`src/rtl/decode_queue.sv`:
```
// ARM data-processing decoder feeding a DEPTH-entry micro-op queue.
// Decode happens on push; the head entry drives the outputs, with condition evaluated live against flags.
module decode_queue #(
  parameter int unsigned DEPTH   = 4,
  parameter bit          COND_EN = 1'b1
) (
  input  logic                     clk,
  input  logic                     rst_n,
  input  logic                     in_valid,
  output logic                     in_ready,
  input  logic [31:0]              in_instr,
  input  logic                     flush,
  input  logic [3:0]               flags,
  output logic                     out_valid,
  input  logic                     out_ready,
  output logic [3:0]               out_rd,
  output logic [3:0]               out_rn,
  output logic [3:0]               out_rm,
  output logic [3:0]               out_rs,
  output logic [3:0]               out_alu_op,
  output logic [2:0]               out_shift_op,
  output logic [1:0]               out_rs_imm_s,
  output logic                     out_rm_imm_s,
  output logic                     out_s,
  output logic                     out_ttcc,
  output logic                     out_und,
  output logic [4:0]               out_imm5,
  output logic [11:0]              out_imm12,
  output logic [3:0]               out_cond,
  output logic                     out_cond_pass,
  output logic [$clog2(DEPTH):0]   count
);

  localparam int unsigned AW = $clog2(DEPTH);
  localparam logic [AW:0] W_FULL = (AW+1)'(DEPTH);
  localparam logic [3:0]  OP_SUB = 4'h2;
  localparam logic [3:0]  OP_MOV = 4'hD;

  typedef struct packed {
    logic [3:0]  rd;
    logic [3:0]  rn;
    logic [3:0]  rm;
    logic [3:0]  rs;
    logic [3:0]  alu_op;
    logic [2:0]  shift_op;
    logic [1:0]  rs_imm_s;
    logic        rm_imm_s;
    logic        s;
    logic        ttcc;
    logic        und;
    logic [4:0]  imm5;
    logic [11:0] imm12;
    logic [3:0]  cond;
  } entry_t;

  entry_t        r_mem [DEPTH];
  logic [AW-1:0] r_wptr;
  logic [AW-1:0] r_rptr;
  logic [AW:0]   r_count;

  entry_t        w_dec;
  entry_t        w_out;
  logic [3:0]    w_op;
  logic          w_s;
  logic          w_rd_ok;
  logic          w_dp0;
  logic          w_dp1;
  logic          w_dp2;
  logic          w_exc_ret;
  logic          w_push;
  logic          w_pop;
  logic          w_n;
  logic          w_z;
  logic          w_c;
  logic          w_v;
  logic          w_pass;

  always_comb begin
    w_op      = in_instr[24:21];
    w_s       = in_instr[20];
    w_rd_ok   = (in_instr[15:12] != 4'hF);
    w_dp0     = w_rd_ok && (in_instr[27:25] == 3'b000) && in_instr[4];
    w_dp1     = w_rd_ok && (in_instr[27:25] == 3'b000) && !in_instr[4] && !in_instr[7];
    w_dp2     = w_rd_ok && (in_instr[27:25] == 3'b001);
    // Exception-return forms (SUBS pc,lr,... / MOVS pc,lr) are legal despite rd=15.
    w_exc_ret = (in_instr[15:12] == 4'hF) && w_s &&
                (((w_op == OP_SUB) && (in_instr[19:16] == 4'hE)) ||
                 ((w_op == OP_MOV) && (in_instr[3:0] == 4'hE)));

    w_dec          = '0;
    w_dec.rd       = in_instr[15:12];
    w_dec.rn       = in_instr[19:16];
    w_dec.rm       = in_instr[3:0];
    w_dec.rs       = in_instr[11:8];
    w_dec.imm5     = in_instr[11:7];
    w_dec.imm12    = in_instr[11:0];
    w_dec.cond     = in_instr[31:28];
    w_dec.s        = w_s;
    w_dec.ttcc     = (w_op[3:2] == 2'b10);
    w_dec.und      = !(((w_op[3:2] == 2'b10) && w_s) || w_exc_ret || w_dp0 || w_dp1 || w_dp2);
    w_dec.rm_imm_s = w_dp2;
    w_dec.shift_op = w_dp2 ? 3'b111 : {in_instr[6:5], w_dp1};

    if (w_dp2)      w_dec.rs_imm_s = 2'd2;
    else if (w_dp1) w_dec.rs_imm_s = 2'd1;
    else            w_dec.rs_imm_s = 2'd0;

    case (w_op)
      4'h8:    w_dec.alu_op = 4'h0;
      4'h9:    w_dec.alu_op = 4'h1;
      4'hA:    w_dec.alu_op = 4'h2;
      4'hB:    w_dec.alu_op = 4'h4;
      default: w_dec.alu_op = w_op;
    endcase
  end

  assign out_valid = (r_count != '0);
  assign in_ready  = rst_n && (r_count != W_FULL) && !flush;
  assign w_push    = in_valid && in_ready;
  assign w_pop     = out_valid && out_ready && !flush;
  assign count     = r_count;

  always_ff @(posedge clk) begin
    if (w_push) r_mem[r_wptr] <= w_dec;
  end

  always_ff @(posedge clk or negedge rst_n) begin
    if (!rst_n) begin
      r_wptr  <= '0;
      r_rptr  <= '0;
      r_count <= '0;
    end else if (flush) begin
      r_wptr  <= '0;
      r_rptr  <= '0;
      r_count <= '0;
    end else begin
      if (w_push) r_wptr <= r_wptr + 1'b1;
      if (w_pop)  r_rptr <= r_rptr + 1'b1;
      case ({w_push, w_pop})
        2'b10:   r_count <= r_count + 1'b1;
        2'b01:   r_count <= r_count - 1'b1;
        default: r_count <= r_count;
      endcase
    end
  end

  // Storage is unreset, so head fields are zeroed whenever the queue is empty.
  assign w_out = out_valid ? r_mem[r_rptr] : '0;

  assign out_rd       = w_out.rd;
  assign out_rn       = w_out.rn;
  assign out_rm       = w_out.rm;
  assign out_rs       = w_out.rs;
  assign out_alu_op   = w_out.alu_op;
  assign out_shift_op = w_out.shift_op;
  assign out_rs_imm_s = w_out.rs_imm_s;
  assign out_rm_imm_s = w_out.rm_imm_s;
  assign out_s        = w_out.s;
  assign out_ttcc     = w_out.ttcc;
  assign out_und      = w_out.und;
  assign out_imm5     = w_out.imm5;
  assign out_imm12    = w_out.imm12;
  assign out_cond     = w_out.cond;

  assign {w_n, w_z, w_c, w_v} = flags;

  always_comb begin
    w_pass = 1'b0;
    case (w_out.cond)
      4'h0: w_pass = w_z;
      4'h1: w_pass = !w_z;
      4'h2: w_pass = w_c;
      4'h3: w_pass = !w_c;
      4'h4: w_pass = w_n;
      4'h5: w_pass = !w_n;
      4'h6: w_pass = w_v;
      4'h7: w_pass = !w_v;
      4'h8: w_pass = w_c && !w_z;
      4'h9: w_pass = !w_c || w_z;
      4'hA: w_pass = (w_n == w_v);
      4'hB: w_pass = (w_n != w_v);
      4'hC: w_pass = !w_z && (w_n == w_v);
      4'hD: w_pass = w_z || (w_n != w_v);
      4'hE: w_pass = 1'b1;
      default: w_pass = 1'b0;
    endcase
  end

  assign out_cond_pass = COND_EN ? w_pass : 1'b1;

endmodule
```
`config.mk`:
```
export PLATFORM = sky130hd
export DESIGN_NAME = decode_queue
export DESIGN_NICKNAME = d
export VERILOG_FILES = /design/src/rtl/decode_queue.sv
export SDC_FILE = /design/constraint.sdc
export NUM_CORES = 1
export LEC_CHECK = 0
export CORE_MARGIN = 2
export CORE_UTILIZATION = 49
export CTS_CLUSTER_SIZE = 28
export DETAILED_ROUTE_END_ITERATION = 7
export PLACE_DENSITY = 0.76
export SLEW_MARGIN = 20
export SYNTH_ARGS = -nofsm -noshare
export SYNTH_HDL_FRONTEND = slang
export SYNTH_SLANG_ARGS = --single-unit
```
`constraint.sdc`:
```
create_clock -name clk -period 2.4 [get_ports clk]
set_input_delay 0.48 -clock clk [delete_from_list [all_inputs] [get_ports clk]]
set_output_delay 0.48 -clock clk [all_outputs]
set_load 0.01 [all_outputs]
```
==> flow_summary.yaml <==
run_status:
  status: "complete, but fails checks"
  violations: "negative setup slack"
floorplanning:
  initial_core_util_pct: 50.4
  fp.dieW_microns: 118
  rows: 41
  fp.dieH_microns: 118
  die_area_sq_um: 14000
  boundaryPins: 97
  coreArea_sq_um: 12700
setup_path:
  reg2reg_setup_slack_ns: 0.29
  cp_max_fo: 4
  crit_required_ns: 1.92
  crit_path_end_kind: "output pin"
  reg2reg_depth: 9
  crit_arrival_ns: 2.43
  reg2reg_to: "count[2]"
  path_class: "flop to output pin"
  reg2reg_from: "count[1]"
  crit_chain: "mux4_2, nand2b_4, o2111a_1, o211a_1, a2111o_1, buf_2"
  worst_setup_path_start_kind: "flop"
  critPathLaunch: "r_rptr[0]"
  cp_slowest_stage_delay_ns: 0.58
  crit_end: "out_cond_pass"
  cp_slowest_cell: "mux4_2"
clocking:
  clkLatencyLatePin_ns: 0.41
  postCtsHoldBufs: 0
  root_buffer: "clkbuf_16"
  numCtsBuffers: 17
  clockBufferDepth: 2
  cts_tree: "built"
  h-tree-depth: 4
  cts_sinks: 151
  clkSlewWorstSetupHoldPaths_ns: 0.05
grt:
  grt_overflow_total: 0
  grt_pass1_wl_microns: 20300
  track_usage_pct: 19.4
  grt_max_degree: 36
  antenna_found_initial: 0
  grt_pass1_vias: 3880
finish:
  nFillCells: 917
  drive_gt1_share_pct: 31.9
  diodes: 0
  final_common_cell: "edfxtp_1"
  final_core_util_pct: 67.7
  area_growth_pct: 34.2
  final_cell_mix: "edfxtp_1 (144), clkdlybuf4s50_1 (44), buf_4 (41)"
  nNetsFinal: 545
  fin_area_sq_um: 8610
drt:
  wl_per_cell_microns: 19.6
  drt_first_iter_violations: 243
  wirelength_microns: 13400
  drt_pass1_iterations: 4
  vias: 3732
  ant_nets: 0
  viasPerCell: 5.46
  drc: 0
sta:
  final-setup-viol-count: 47
  clock_skew_ns: 0.00674
  final.period_utilization_pct: 121
  max_slew.worst_pin.slew_ns: 0.491
  fmax_ghz: 0.344
  rsz0062_at_grt: "true"
  max_slew_margin_pct: 67.0
  slew_viol_final: 0
  fin_crit_ns: 2.91
  worst_slack_ns: -0.509
  hold_viol_final: 0
synth:
  synthAdderAreaFrac_pct: 1.09
  yosysWarnings: 0
  synth_nets: 402
  synthMuxAreaShare_pct: 13.7
  synth-edff-count: 144
  synth.distinct_cells: 46
  synth_xor_area_share_pct: 1.37
  synth-seq-area-share_pct: 70.2
  ys.flop_type: "edfxtp_1"
  netlist_instances: 356
  ys_ff_latch: 151
  avgSynthCellArea_sq_um: 18.0
  synth_compound_gate_area_share_pct: 3.06
  syn_area_sq_um: 6410
  synth_top_family_by_area: "multiplexers"
  synth-simple-area-share_pct: 7.45
  async_flop_share_pct: 4.64
run:
  maxCapViolations: 0
pwr:
  power_density_nw_per_um2: 999
  p_leak_nw: 3.14
  irDropWorstVdd_mv: 0.563
min_path:
  hold_class: "input pin to async pin"
place:
  numPortBuffers: 96
  gp_congestion: 0.852
  dpl_cell_area_sq_um: 7830
  dp.final_hpwl_microns: 8230
[Yosys cell counts (all sizes together), types with 3 or more instances]
cell type | n | area, sq um
edfxtp | 144 | 4320
buf | 23 | 153
nor2 | 11 | 41.3
ha | 4 | 50.1
a21oi | 5 | 25.0
inv | 7 | 26.3
clkbuf | 7 | 26.3
mux4 | 35 | 788
xnor2 | 8 | 70.1
nor2b | 3 | 18.8
nand2 | 9 | 33.8
mux2 | 4 | 48.8
nand2b | 5 | 31.3
nor3 | 7 | 35.0
and2 | 40 | 250
dfrtp | 7 | 175
mux2i | 4 | 40.0
[worst max-delay path, delay by kind of cell, from the launching register on]
| kind | cells | cell delay [ns] |
|---|---|---|
| AO/OA/AOI/OAI | 3 | 0.70 |
| buffers and inverters | 1 | 0.15 |
| AND/OR/NAND/NOR | 1 | 0.17 |
| flip-flops | 1 | 0.41 |
| multiplexers | 1 | 0.58 |
[metrics by stage]
step                std cells  hold slack [ns]  TNS (ns)  worst slack [ns]  power, mW
global route              683            0.382    -11.81            -0.577       8.99
global placement          637            0.578    -15.56            -0.581       5.92
finish                    683            0.377     -8.38            -0.509       8.60
floorplan                 356            0.184         0            0.0365       4.68
CTS                       676            0.366    -10.21            -0.509       8.48
detailed placement        637            0.597    -15.98            -0.617       5.96
[flip-flops by register name, summed over array words and instances (netlist names)]
signal,count
r_mem,144
count,3
r_rptr,2
r_wptr,2
[worst min path at each step]
stage | cells past startpoint | endpoint | slack (ns)
2_1_floorplan | 0 | count[0] | 0.18
3_3_place_gp | 1 | r_wptr[0] | 0.58
3_5_place_dp | 1 | r_wptr[0] | 0.60
4_1_cts | 2 | count[0] | 0.37
5_1_grt | 2 | count[2] | 0.38
6_report | 2 | count[2] | 0.38
[power by group]
part           leakage (nW)  internal (mW)  switching [mW]
Combinational          1.46           1.65            1.37
Clock                 0.282           1.62           0.931
Sequential             1.40           2.98          0.0459
Total                  3.14           6.26            2.35
[metal layers]
layer,GRT usage [%],vias to the layer above,wire length [microns]
met5,0,-,0
met4,6.32,0,174
met3,5.36,17,853
met2,33.6,141,6980
met1,23.7,1896,5410
li1,-,1678,-
[timing repair]
| action | in CTS | in global routing |
|---|---|---|
| gates cloned | 1 | 2 |
| setup buffers | 8 | 5 |
| pin swaps | 2 | 1 |
| hold endpoints to repair | 0 | 0 |
| setup endpoints to repair | 52 | 51 |
| gates resized for setup | 111 | 8 |
[area by class of cell]
cell class	instances	area (sq um)	area share [%]
sequential	151	4500	52.3
multi-input combinational	168	1770	20.6
timing repair buffer	154	1520	17.7
clock buffer	22	444	5.16
tap	172	215	2.50
clock inverter	9	128	1.48
inverter	7	26.3	0.305
[cells by family after synthesis]
logic type,after synthesis
buffers and inverters,37
AOI/OAI and AO/OA,25
DFF,151
adders and majority gates,5
xor gates and xnor gates,10
and+or+nand+nor,85
muxes,43
No activity file was read; power rests on OpenSTA's default activity.
